===== src/rtl/mac_pkg.sv =====
// Shared definitions for the multiply-accumulate job sequencer.
// Default widths and pipe depth, plus the controller state encoding.
package mac_pkg;

   localparam int DEF_LEN_W    = 8;
   localparam int DEF_ACC_W    = 24;
   localparam int DEF_PIPE_LAT = 4;

   typedef enum logic [2:0] {
      IDLE  = 3'd0,
      ISSUE = 3'd1,
      DRAIN = 3'd2,
      CAPT  = 3'd3,
      DONE  = 3'd4
   } state_t;

endpackage


===== src/rtl/mac_sequencer_valid_pipe.sv =====
// Valid/first tracking pipe that shadows the multiplier pipeline.
// Each operand read pushes {valid, first}. The entry reaches the output stage
// exactly when its product arrives at the accumulator input.
// empty      : no entry anywhere in the pipe.
// empty_next : after the coming edge the pipe is empty (no push, and only the
//              output stage, if anything, is occupied).
module mac_valid_pipe #(
   parameter int PIPE_LAT = 4
) (
   input  logic clock,
   input  logic reset_n,
   input  logic clear,
   input  logic push,
   input  logic push_first,
   output logic out_valid,
   output logic out_first,
   output logic empty,
   output logic empty_next
);

   logic [PIPE_LAT-1:0] vld;
   logic [PIPE_LAT-1:0] fst;

   // Shift register; cleared synchronously on reset or job cancel.
   always_ff @(posedge clock) begin
      if (!reset_n || clear) begin
         vld <= '0;
         fst <= '0;
      end else begin
         vld[0] <= push;
         fst[0] <= push & push_first;
         for (int i = 1; i < PIPE_LAT; i++) begin
            vld[i] <= vld[i-1];
            fst[i] <= fst[i-1];
         end
      end
   end

   assign out_valid = vld[PIPE_LAT-1];
   assign out_first = fst[PIPE_LAT-1];
   assign empty     = ~|vld;

   // Look-ahead empty: only the output stage may still hold an entry.
   always_comb begin
      empty_next = ~push;
      for (int i = 0; i < PIPE_LAT - 1; i++) begin
         if (vld[i]) empty_next = 1'b0;
      end
   end

endmodule


===== src/rtl/mac_sequencer.sv =====
// Multiply-accumulate job sequencer: issues len operand reads, tracks the
// products through the multiplier pipe, drives accumulator load/add, then
// captures the 25-bit sum and pulses done.
// Optional build macro MAC_SAT_EN: saturate the captured result to all ones
// when the accumulator carry bit is set.
//
// state | meaning
// IDLE  | waiting for start
// ISSUE | one operand read per cycle, addresses 0..len-1
// DRAIN | reads finished, waiting for the last product to reach the accumulator
// CAPT  | accumulator holds the final sum; capture it
// DONE  | done pulse with result valid, then back to IDLE
module mac_sequencer
   import mac_pkg::*;
#(
   parameter int LEN_W    = DEF_LEN_W,
   parameter int ACC_W    = DEF_ACC_W,
   parameter int PIPE_LAT = DEF_PIPE_LAT
) (
   input  logic             clock,
   input  logic             reset_n,
   input  logic             start,
   input  logic [LEN_W-1:0] len,
   input  logic             abort,
   output logic             op_rd_en,
   output logic [LEN_W-1:0] op_addr,
   output logic             accum_load,
   output logic             accum_add,
   input  logic [ACC_W:0]   accum_output25,
   output logic [ACC_W:0]   result,
   output logic             ovf,
   output logic             busy,
   output logic             done
);

   state_t           state;
   logic [LEN_W-1:0] last_addr;
   logic             cancel;
   logic             pipe_valid;
   logic             pipe_first;
   logic             pipe_empty;
   logic             pipe_empty_next;

   // Abort only means something once a job is in flight.
   assign cancel = abort && (state != IDLE);

   mac_valid_pipe #(
      .PIPE_LAT (PIPE_LAT)
   ) u_valid_pipe (
      .clock      (clock),
      .reset_n    (reset_n),
      .clear      (cancel),
      .push       (op_rd_en),
      .push_first (op_addr == '0),
      .out_valid  (pipe_valid),
      .out_first  (pipe_first),
      .empty      (pipe_empty),
      .empty_next (pipe_empty_next)
   );

   assign accum_load = pipe_valid & pipe_first;
   assign accum_add  = pipe_valid & ~pipe_first;

   // Job FSM with address counter and result capture.
   always_ff @(posedge clock) begin
      if (!reset_n) begin
         state     <= IDLE;
         op_rd_en  <= 1'b0;
         op_addr   <= '0;
         last_addr <= '0;
         result    <= '0;
         ovf       <= 1'b0;
         busy      <= 1'b0;
         done      <= 1'b0;
      end else begin
         done <= 1'b0;
         if (cancel) begin
            state    <= IDLE;
            op_rd_en <= 1'b0;
            busy     <= 1'b0;
         end else begin
            case (state)
               IDLE: begin
                  if (start) begin
                     if (len != '0) begin
                        state     <= ISSUE;
                        op_rd_en  <= 1'b1;
                        op_addr   <= '0;
                        last_addr <= len - 1'b1;
                        busy      <= 1'b1;
                     end else begin
                        state  <= DONE;
                        result <= '0;
                        ovf    <= 1'b0;
                        done   <= 1'b1;
                     end
                  end
               end
               ISSUE: begin
                  if (op_addr == last_addr) begin
                     state    <= DRAIN;
                     op_rd_en <= 1'b0;
                  end else begin
                     op_addr <= op_addr + 1'b1;
                  end
               end
               DRAIN: begin
                  // The last accumulator enable is in flight this cycle; the
                  // accumulator output is final one cycle later in CAPT.
                  if (pipe_empty || pipe_empty_next) state <= CAPT;
               end
               CAPT: begin
                  state <= DONE;
                  busy  <= 1'b0;
                  done  <= 1'b1;
`ifdef MAC_SAT_EN
                  if (accum_output25[ACC_W]) begin
                     result <= '1;
                     ovf    <= 1'b1;
                  end else begin
                     result <= accum_output25;
                     ovf    <= 1'b0;
                  end
`else
                  result <= accum_output25;
                  ovf    <= accum_output25[ACC_W];
`endif
               end
               DONE: begin
                  state <= IDLE;
               end
               default: begin
                  state    <= IDLE;
                  op_rd_en <= 1'b0;
                  busy     <= 1'b0;
               end
            endcase
         end
      end
   end

endmodule


===== config.mk =====
export PLATFORM = sky130hd
export DESIGN_NAME = mac_sequencer
export DESIGN_NICKNAME = d
export VERILOG_FILES = /design/src/rtl/mac_pkg.sv /design/src/rtl/mac_sequencer_valid_pipe.sv /design/src/rtl/mac_sequencer.sv
export SDC_FILE = /design/constraint.sdc
export NUM_CORES = 1
export LEC_CHECK = 0
export ABC_AREA = 1
export BUFFER_PORTS_ARGS = -buffer_cell sky130_fd_sc_hd__buf_2
export CAP_MARGIN = 20
export CORE_MARGIN = 5
export CORE_UTILIZATION = 45
export DETAILED_ROUTE_END_ITERATION = 6
export PLACE_DENSITY = 0.7
export SYNTH_ARGS = -nofsm -noshare
export SYNTH_HDL_FRONTEND = slang
export SYNTH_SLANG_ARGS = --single-unit

===== constraint.sdc =====
create_clock -name clock -period 2.75 [get_ports clock]
set_input_delay 0 -clock clock [delete_from_list [all_inputs] [get_ports clock]]
set_output_delay 0 -clock clock [all_outputs]
set_load 0.05 [all_outputs]

Word-level counts from Yosys, hierarchy flattened:

Index checks and enable logic that the tools add are counted.

* output and inout port bits: 39
* word-level logic and storage cells: 79
* bits of input ports: 37
* flip-flop bits (word level): 56

* add/sub/neg operators: 2
* reduce and logical (&&, ||, !) cells: 21
* muxes and demuxes: 26
* equal/unequal tests: 11
* bitwise logic cells: 9

Operators with widths (count)
* $mux W25: 2
* $pmux W25 S2: 1
* $mux W8: 3
* $pmux W8 S2: 1
* $mux W3: 4
* $ne A2 B2 Y1 const B: 6
* $pmux W3 S4: 1
* $reduce_and A4 Y1: 3
* $mux W1: 10
* $add A8 B1 Y8 const B: 1
* $eq A8 B8 Y1: 1
* $logic_not A8 Y1: 1
* $reduce_bool A8 Y1: 1
* $sub A8 B1 Y8 const B: 1
* $eq A3 B2 Y1 const B: 2
* $not A1 Y1: 6
* $pmux W1 S2: 3
* $reduce_and A3 Y1: 2
* $reduce_or A3 Y1: 2
* $reduce_and A5 Y1: 1
* $reduce_bool A2 Y1: 2
* $reduce_or A4 Y1: 1
* $and A1 B1 Y1: 3
* $eq A3 B1 Y1 const B: 1
* other kinds (8): 10

Logic depth before layout (Yosys ltp):

Gate-level depths: netlist (run 1).

* depth in word-level cells: 7
* mapped depth: 12
* mapped depth without buffers: 11

Hierarchy:

From an unflattened synthesis (run 1), not the netlist that was laid out.

* cells, all modules: 353
* area total of the unflattened synthesis: 2529.9 sq um

By module, submodules not included
* mac_sequencer: seq. area each 940.9 sq um, times used 1, area each 2284.7 sq um, cells each 323
* mac_valid_pipe: seq. area each 160.2 sq um, times used 1, area each 245.2 sq um, cells each 30

Worst setup path before layout (run 1):

No wires, ideal clock.

* path type: register to register
* start point: register op_addr[1]
* end point: register op_addr[6]
* required time: 2.685 ns
* library setup time: 0.065 ns
* arrival time: 1.655 ns
* path slack: 1.030 ns
* clock period less this slack: 1.720 ns
* buffers on the path: 0
* cell stages (with the launch flop): 9
* cells stage by stage: dfxtp_1 > ha_1 > nand2_1 > nor3_1 > xor2_1 > nand2_1 > nand3_1 > nand2_1 > nor2_1

* cells in the longest elaborated chain, start to end: 3
* elaborated cells on any way between the ends: 6
* those cells by class: add/sub: 1; eq/ne: 2; mux: 2; reduce/logical: 1

RTL lines
* from (decl): RTL line mac_sequencer.sv:26 `output logic [LEN_W-1:0] op_addr,`
* from (signal assigned): RTL line mac_sequencer.sv:104 `op_addr <= op_addr + 1'b1;`
* $add A8 B1 Y8 or $eq A8 B8 Y1 (tied branches): RTL line mac_sequencer.sv:104, mac_sequencer.sv:100
* $mux W8 or $ne A2 B2 Y1 (tied branches)
* $pmux W8 S2 or $reduce_and A5 Y1 (tied branches)

Several ways; a longest one is shown, not always the timed one. The select of a mux whose other input is x is not followed.
A chain may end at the register's enable or synchronous reset.

Worst setup path in the final report (run 1):

* start point: register state[0]
* end point: register last_addr[1]

* cells in the longest elaborated chain, start to end: 4
* elaborated cells on any way between the ends: 5
* those cells by class: bitwise: 1; reduce/logical: 4

RTL lines
* from (decl): RTL line mac_sequencer.sv:36 `state_t state;`
* from (signal assigned): RTL line mac_sequencer.sv:67 `state <= IDLE;`
* from (signal assigned): RTL line mac_sequencer.sv:78 `state <= IDLE;`
* from (signal assigned): RTL line mac_sequencer.sv:86 `state <= ISSUE;`
* $reduce_bool A3 Y1: RTL line mac_sequencer.sv:45 `assign cancel = abort && (state != IDLE);`
* $logic_and A1 B1 Y1: RTL line mac_sequencer.sv:45
* $not A1 Y1 (no line)
* $reduce_and A4 Y1 (no line) (*)
* to (signal assigned): RTL line mac_sequencer.sv:89 `last_addr <= len - 1'b1;`
* to (decl): RTL line mac_sequencer.sv:37 `logic [LEN_W-1:0] last_addr;`

Every way passes the cells marked *; elsewhere a longest branch is shown, timed or not.

==> flow_summary.toml, run 1 <==
[floorplanning]
ios = 76
fp.dieArea_sq_um = 7650
die_h_microns = 87.5
core_area_sq_um = 5890
start_util_pct = 45.9
die_w_microns = 87.5
rows = 28

[routing]
num_vias = 2494
drc = 0
viasPerCell = 4.77
firstDrtPassIters = 6
ant_nets = 0
drt-initial-drc-count = 155
wl_microns = 6580
wire_per_inst_microns = 12.6

[logic_synthesis]
ys_seq_area_share_pct = 40.8
synth_seq_cells = 55
synth-edff-count = 0
synth_warnings = 0
ys.flop_type = "dfxtp_1"
synth_area_sq_um = 2700
synth_area_leaders = "dfxtp_1, nand2_1, a21oi_2, a21oi_1, inv_1"
synth_commonest_cells = "nand2_1, dfxtp_1, inv_1, a21oi_1, nor2_1"
yosysTopAreaCellShare_pct = 40.8
yosys.area.top_type = "dfxtp_1"
avgSynthCellArea_sq_um = 7.67
synthArstFlopShare_pct = 0
synth_most_common_cell = "nand2_1"
synth.distinct_cells = 34
syn_nets = 392
synth_cells = 352

[place]
hpwl_microns = 4470
gp_congestion = 0.830
port_buffers = 75
dpl_cell_area_sq_um = 3070

[worst_hold_path]
hp-class = "in2reg"
holdCritStartpoint = "reset_n"
min_path_cells = 3

[grt]
grt_pass1_vias = 2424
grt_max_degree = 29
grt_pass1_wl_microns = 11100
grt_use_total_pct = 18.0
grt.overflow.total = 0
antenna_found_initial = 0

[clocking]
cts_tree = "yes"
root_buffer = "clkbuf_8"
cts.sinks = 55
cts_buffers = 5
h-tree-depth = 2
clk_latency_ns = 0.31
clk_path_buf_depth = 2
post_cts_resized = 0
cts.reportedPaths.clkPinSlew_ns = 0.10

[setup_path]
cpPeakStageDelay_ns = 0.37
worst-r2r-cell-count = 7
crit_path_end_kind = "register"
worstPathArrival_ns = 1.81
cpMaxStageDelayCell = "dfxtp_1"
worstReg2RegStart = "state[0]"
crit_type = "reg2reg"
startpoint_type = "register"
crit_chain = "nor2_4, nand2_4, inv_4, nand3_1, inv_1, o21ai_0, a21oi_1"
cp.required_ns = 3.00
cp-startpoint = "state[0]"
cp_max_fo = 12

[layout]
n_fill_cell = 538
num-nets-final = 487
antenna_cells = 0
multi_input_area_sq_um = 1320
syn_to_final_growth_pct = 27.3
final_area_sq_um = 3440
drive_above_1_share_pct = 30.4
layout.area.seq_sq_um = 1100

[timing]
final-hold-violation-count = 0
max-slew-margin-rel_pct = 70.2
finClkSkew_ns = 0.0117
slew_viol_final = 0
worst_pin_slew_ns = 0.446
setup_violations = 0
period_needed_ns = 1.56
rsz0062_at_grt = "no"
tns_ns = 0
max_freq_ghz = 0.640
fin_crit_sh_pct = 56.8

[run_status]
status = "complete, no violations"

[power]
power_density_nw_per_um2 = 609
leakage_nw = 1.53
irDropWorstVdd_mv = 0.296

[job]
maxCapViolations = 0
## worst paths after layout
path	slack, ns	to
worst max-delay path	1.19	last_addr[1]
worst max register to register	1.19	last_addr[1]
worst min-delay path	0.02	op_addr[0]
worst min register to register	0.41	u_valid_pipe.fst[2]
## sequential cells by signal, summed over array words and instances (netlist names), 3 cells and up
| name | cells |
|---|---|
| result | 25 |
| u_valid_pipe.vld | 4 |
| state | 3 |
| u_valid_pipe.fst | 4 |
| op_addr | 8 |
| last_addr | 8 |
## placed cells by master (no fill, tap or decap)
master / n
nand2_1: 89
buf_2: 75
dfxtp_1: 55
inv_1: 37
a21oi_1: 28
dlygate4sd3_1: 25
nor2_1: 24
a21oi_2: 17
nand3_1: 14
nand2_2: 13
o21ai_0: 12
xor2_1: 7
clkbuf_8: 6
nand2_4: 5
nor3_1: 5
nand4_1: 4
inv_2: 3
xnor2_1: 3
nor3b_1: 3
nand3_2: 3
ha_1: 3
nor2_2: 2
nor2_4: 2
inv_4: 2
nand4_4: 1
nor3_2: 1
nand3_4: 1
inv_6: 1
or2_2: 1
a211oi_1: 1
nor4_1: 1
o21a_1: 1
bufinv_16: 1
clkinv_2: 1
buf_4: 1
## cells by family (layout without fill, tap and decap cells)
logic type | count (synthesis) | in the layout | synth area share [%]
adder cells (fa/ha/maj) | 3 | 3 | 1.39
XOR/XNOR | 10 | 10 | 3.24
flip-flops | 55 | 55 | 40.8
AND/OR/NAND/NOR | 169 | 169 | 30.8
AO/OA/AOI/OAI | 59 | 59 | 13.5
buffers and inverters | 56 | 152 | 10.3
## per-stage QoR
stage | utilization (%) | std cells | hold WS, ns | power, mW | setup WS, ns
after floorplan | - | 352 | 0.138 | 1.40 | 1.03
after global placement | 52.1 | 490 | 0.254 | 1.51 | 1.19
after detailed placement | 52.1 | 490 | 0.259 | 1.52 | 1.19
after CTS | 58.4 | 523 | 0.0148 | 2.11 | 1.18
after global routing | 58.4 | 523 | 0.0345 | 2.23 | 0.964
final | 58.4 | 523 | 0.0211 | 2.09 | 1.19
## layout make-up
type,instances,share of cell area (%)
inverters,43,4.99
clock buffers,6,2.40
well taps,75,2.73
repair buffers,101,18.4
multi-input cells,241,38.4
clock inverters,2,1.02
flip-flops and latches,55,32.0
## critical path: cells and delay by family (launching register included)
family	cells	cell delay (ns)
and+or+nand+nor	3	0.54
AOI/OAI and AO/OA	2	0.23
buffers and inverters	2	0.37
DFF	1	0.37
## report_power, final
| group | leakage [nW] | internal [mW] | switching (mW) |
|---|---|---|---|
| sequential | 0.447 | 0.853 | 0.0625 |
| clock | 0.0612 | 0.295 | 0.272 |
| combinational | 1.03 | 0.206 | 0.405 |
## layer usage
metal / vias up / track usage, % / wire, microns
met4: 0 / 5.44 / 95
met5: - / 0 / 0
li1: 1300 / - / -
met2: 104 / 28.3 / 2920
met1: 1078 / 23.6 / 2870
met3: 12 / 5.68 / 696
## timing repair
action                                 4_1_cts  5_1_grt
buffers inserted                             0        0
endpoints found under the hold margin       25        0
hold buffers                                25        0
No activity file was read; power rests on OpenSTA's default activity.
==> run 2: changes to the inputs <==
- ABC_AREA: 1 -> 0
- PLACE_DENSITY: 0.7 -> 0.72
- clock period: 2.75 -> 1.6 ns (I/O delays scaled with it)
==> run 2 against run 1 <==
  * The flow now finishes with violations (negative hold slack, negative setup slack)
  * Clock power up 42%
  * Critical path depth is the same
  * Sequential share of layout area is 0.076 points higher
  * Critical path type unchanged
  * Largest power group unchanged
==> flow_summary.toml, run 2 <==
[place]
port_buffers = 75
gp_congestion = 0.819
hpwl_microns = 4150
dp_cells = 405

[logic_synthesis]
avgSynthCellArea_sq_um = 9.33
synth_most_common_cell = "dfxtp_1"
synth_seq_cells = 55
synth_cells = 260
synthArstFlopShare_pct = 0
ys.flop_type = "dfxtp_1"
ys_seq_area_share_pct = 45.4
synth_area_leaders = "dfxtp_1, a22oi_1, nor2b_1, o211a_1, xnor2_1"
synth_warnings = 0
synth-edff-count = 0
yosysTopAreaCellShare_pct = 45.4
syn_nets = 300
synth.distinct_cells = 44
synth_area_sq_um = 2430
yosys.area.top_type = "dfxtp_1"
synth_commonest_cells = "dfxtp_1, nor2b_1, a22oi_1, nand2_1, and3_1"

[layout]
final_cell_mix = "buf_2, dfxtp_1, nor2b_1"
layout.area.seq_sq_um = 1130
layout_commonest_cell = "buf_2"
top_regs = "result: 25 flops, last_addr: 8 flops, op_addr: 8 flops"
utilization_pct = 67.9
drive_above_1_share_pct = 41.0
finalNonFillerCells = 443
largest_reg_flops = 25
n_fill_cell = 375
num-nets-final = 412
regMostFlops = "result"
syn_to_final_growth_pct = 44.9
antenna_cells = 0
multi_input_area_sq_um = 1340

[grt]
grt_pass1_vias = 2150
grt.overflow.total = 0
grt_use_total_pct = 17.1
grt_pass1_wl_microns = 10200
antenna_found_initial = 0
grt_max_degree = 27

[timing]
worst_pin_slew_ns = 0.458
max-slew-margin-rel_pct = 69.2
fin_crit_sh_pct = 105
finClkSkew_ns = 0.0117
max_freq_ghz = 0.597
whs_ns = -0.000181
rsz0062_at_grt = "yes"
period_needed_ns = 1.68
setup_violations = 5
setup_slack_ns = -0.0753
final-hold-violation-count = 1
slew_viol_final = 0
tns_ns = -0.253

[setup_path]
worstPathArrival_ns = 1.88
cp_max_fo = 11
startpoint_type = "register"
cp.required_ns = 1.80
crit_type = "reg2reg"
crit_path_end_kind = "register"

[power]
power_density_nw_per_um2 = 802
leakage_nw = 1.61
irDropWorstVdd_mv = 0.563

[clocking]
clk_path_buf_depth = 2
cts.reportedPaths.clkPinSlew_ns = 0.11
clk_latency_ns = 0.31
h-tree-depth = 2
root_buffer = "clkbuf_8"
cts.sinks = 55
cts_buffers = 5
cts_tree = "yes"

[routing]
num_vias = 2276
firstDrtPassIters = 4
ant_nets = 0
wl_microns = 6370
drc = 0
drt-initial-drc-count = 135
viasPerCell = 5.14
wire_per_inst_microns = 14.4

[floorplanning]
fp.dieArea_sq_um = 6960
start_util_pct = 46.9
die_w_microns = 83.4
die_h_microns = 83.4
ios = 76
core_area_sq_um = 5170
rows = 26

[run_status]
status = "complete, but fails checks"
violations = "negative hold slack, negative setup slack"

[job]
maxCapViolations = 0

[worst_hold_path]
hp-class = "in2reg"
-- run 2: cell count changes in the layout (fill, tap and decap cells not counted), sizes merged, moves of 7 or more --
cell / delta
inv: -33
nor2: -19
a22oi: +25
nor2b: +27
buf: +26
o211a: +8
nand3: -9
a21oi: -39
nand2: -90
and3: +11
o21ai: -7
-- run 2: cell families after synthesis --
group / synth area share, %
compound gates: 19.4
mux: 0.413
flops: 45.4
fa+ha+maj: 1.55
xor+xnor: 3.97
simple gates: 23.9
buf+inv: 5.36
-- run 2: worst max-delay path: stages, from the launching register on --
cell and delay (ns):
dfxtp_2 0.34, buf_6 0.13, nand2b_4 0.14, nor3_2 0.17, buf_4 0.15, o21ai_4 0.09
and3b_2 0.27, a211o_1 0.26
-- run 2: repair_timing --
item / 4_1_cts / 5_1_grt
hold buffers: 23 / 0
setup endpoints to repair: 14 / 40
gates resized for setup: 6 / 27
hold endpoints to repair: 23 / 0
pin swaps: 0 / 6
gates cloned: 0 / 1
setup buffers: 0 / 6
-- run 2: power by group --
| group | internal (mW) | switching, mW |
|---|---|---|
| clock | 0.327 | 0.476 |
| combinational | 0.272 | 0.281 |
| sequential | 1.42 | 0.0419 |
| total | 2.02 | 0.799 |
-- run 2: routing by layer --
layer	global-route usage [%]	wire length [microns]
met2	28.9	3180
met4	3.95	46
met1	21.6	2780
met3	5.15	361
met5	0	0
-- run 2: layout make-up --
type / count / share of cell area (%)
clock buffer: 5 / 1.96
timing repair buffer: 125 / 23.9
sequential: 55 / 32.1
clock inverter: 3 / 0.748
tap: 70 / 2.49
inverter: 7 / 0.748
multi-input combinational: 178 / 38.1
-- run 2: path summary, 6_finish.rpt --
path / depth (start not counted) / slack, ns / startpoint / to
setup reg to reg: 7 / -0.08 / state[1] / op_addr[4]
hold / removal: 3 / -0.0002 / accum_output25[14] / result[14]
hold reg to reg: 1 / 0.47 / u_valid_pipe.fst[2] / u_valid_pipe.fst[3]
setup / recovery: 7 / -0.08 / state[1] / op_addr[4]
-- run 2: stage by stage --
step	cell area (sq um)	hold slack [ns]	total power, mW	setup WS [ns]
global placement	3000	0.276	1.93	-0.0645
global route	3510	0.0190	2.95	-0.114
finish	3510	-0.000181	2.82	-0.0753
floorplan	2490	0.185	1.78	-0.0517
detailed placement	3000	0.280	1.93	-0.0873
CTS	3350	0.00287	2.79	-0.0417
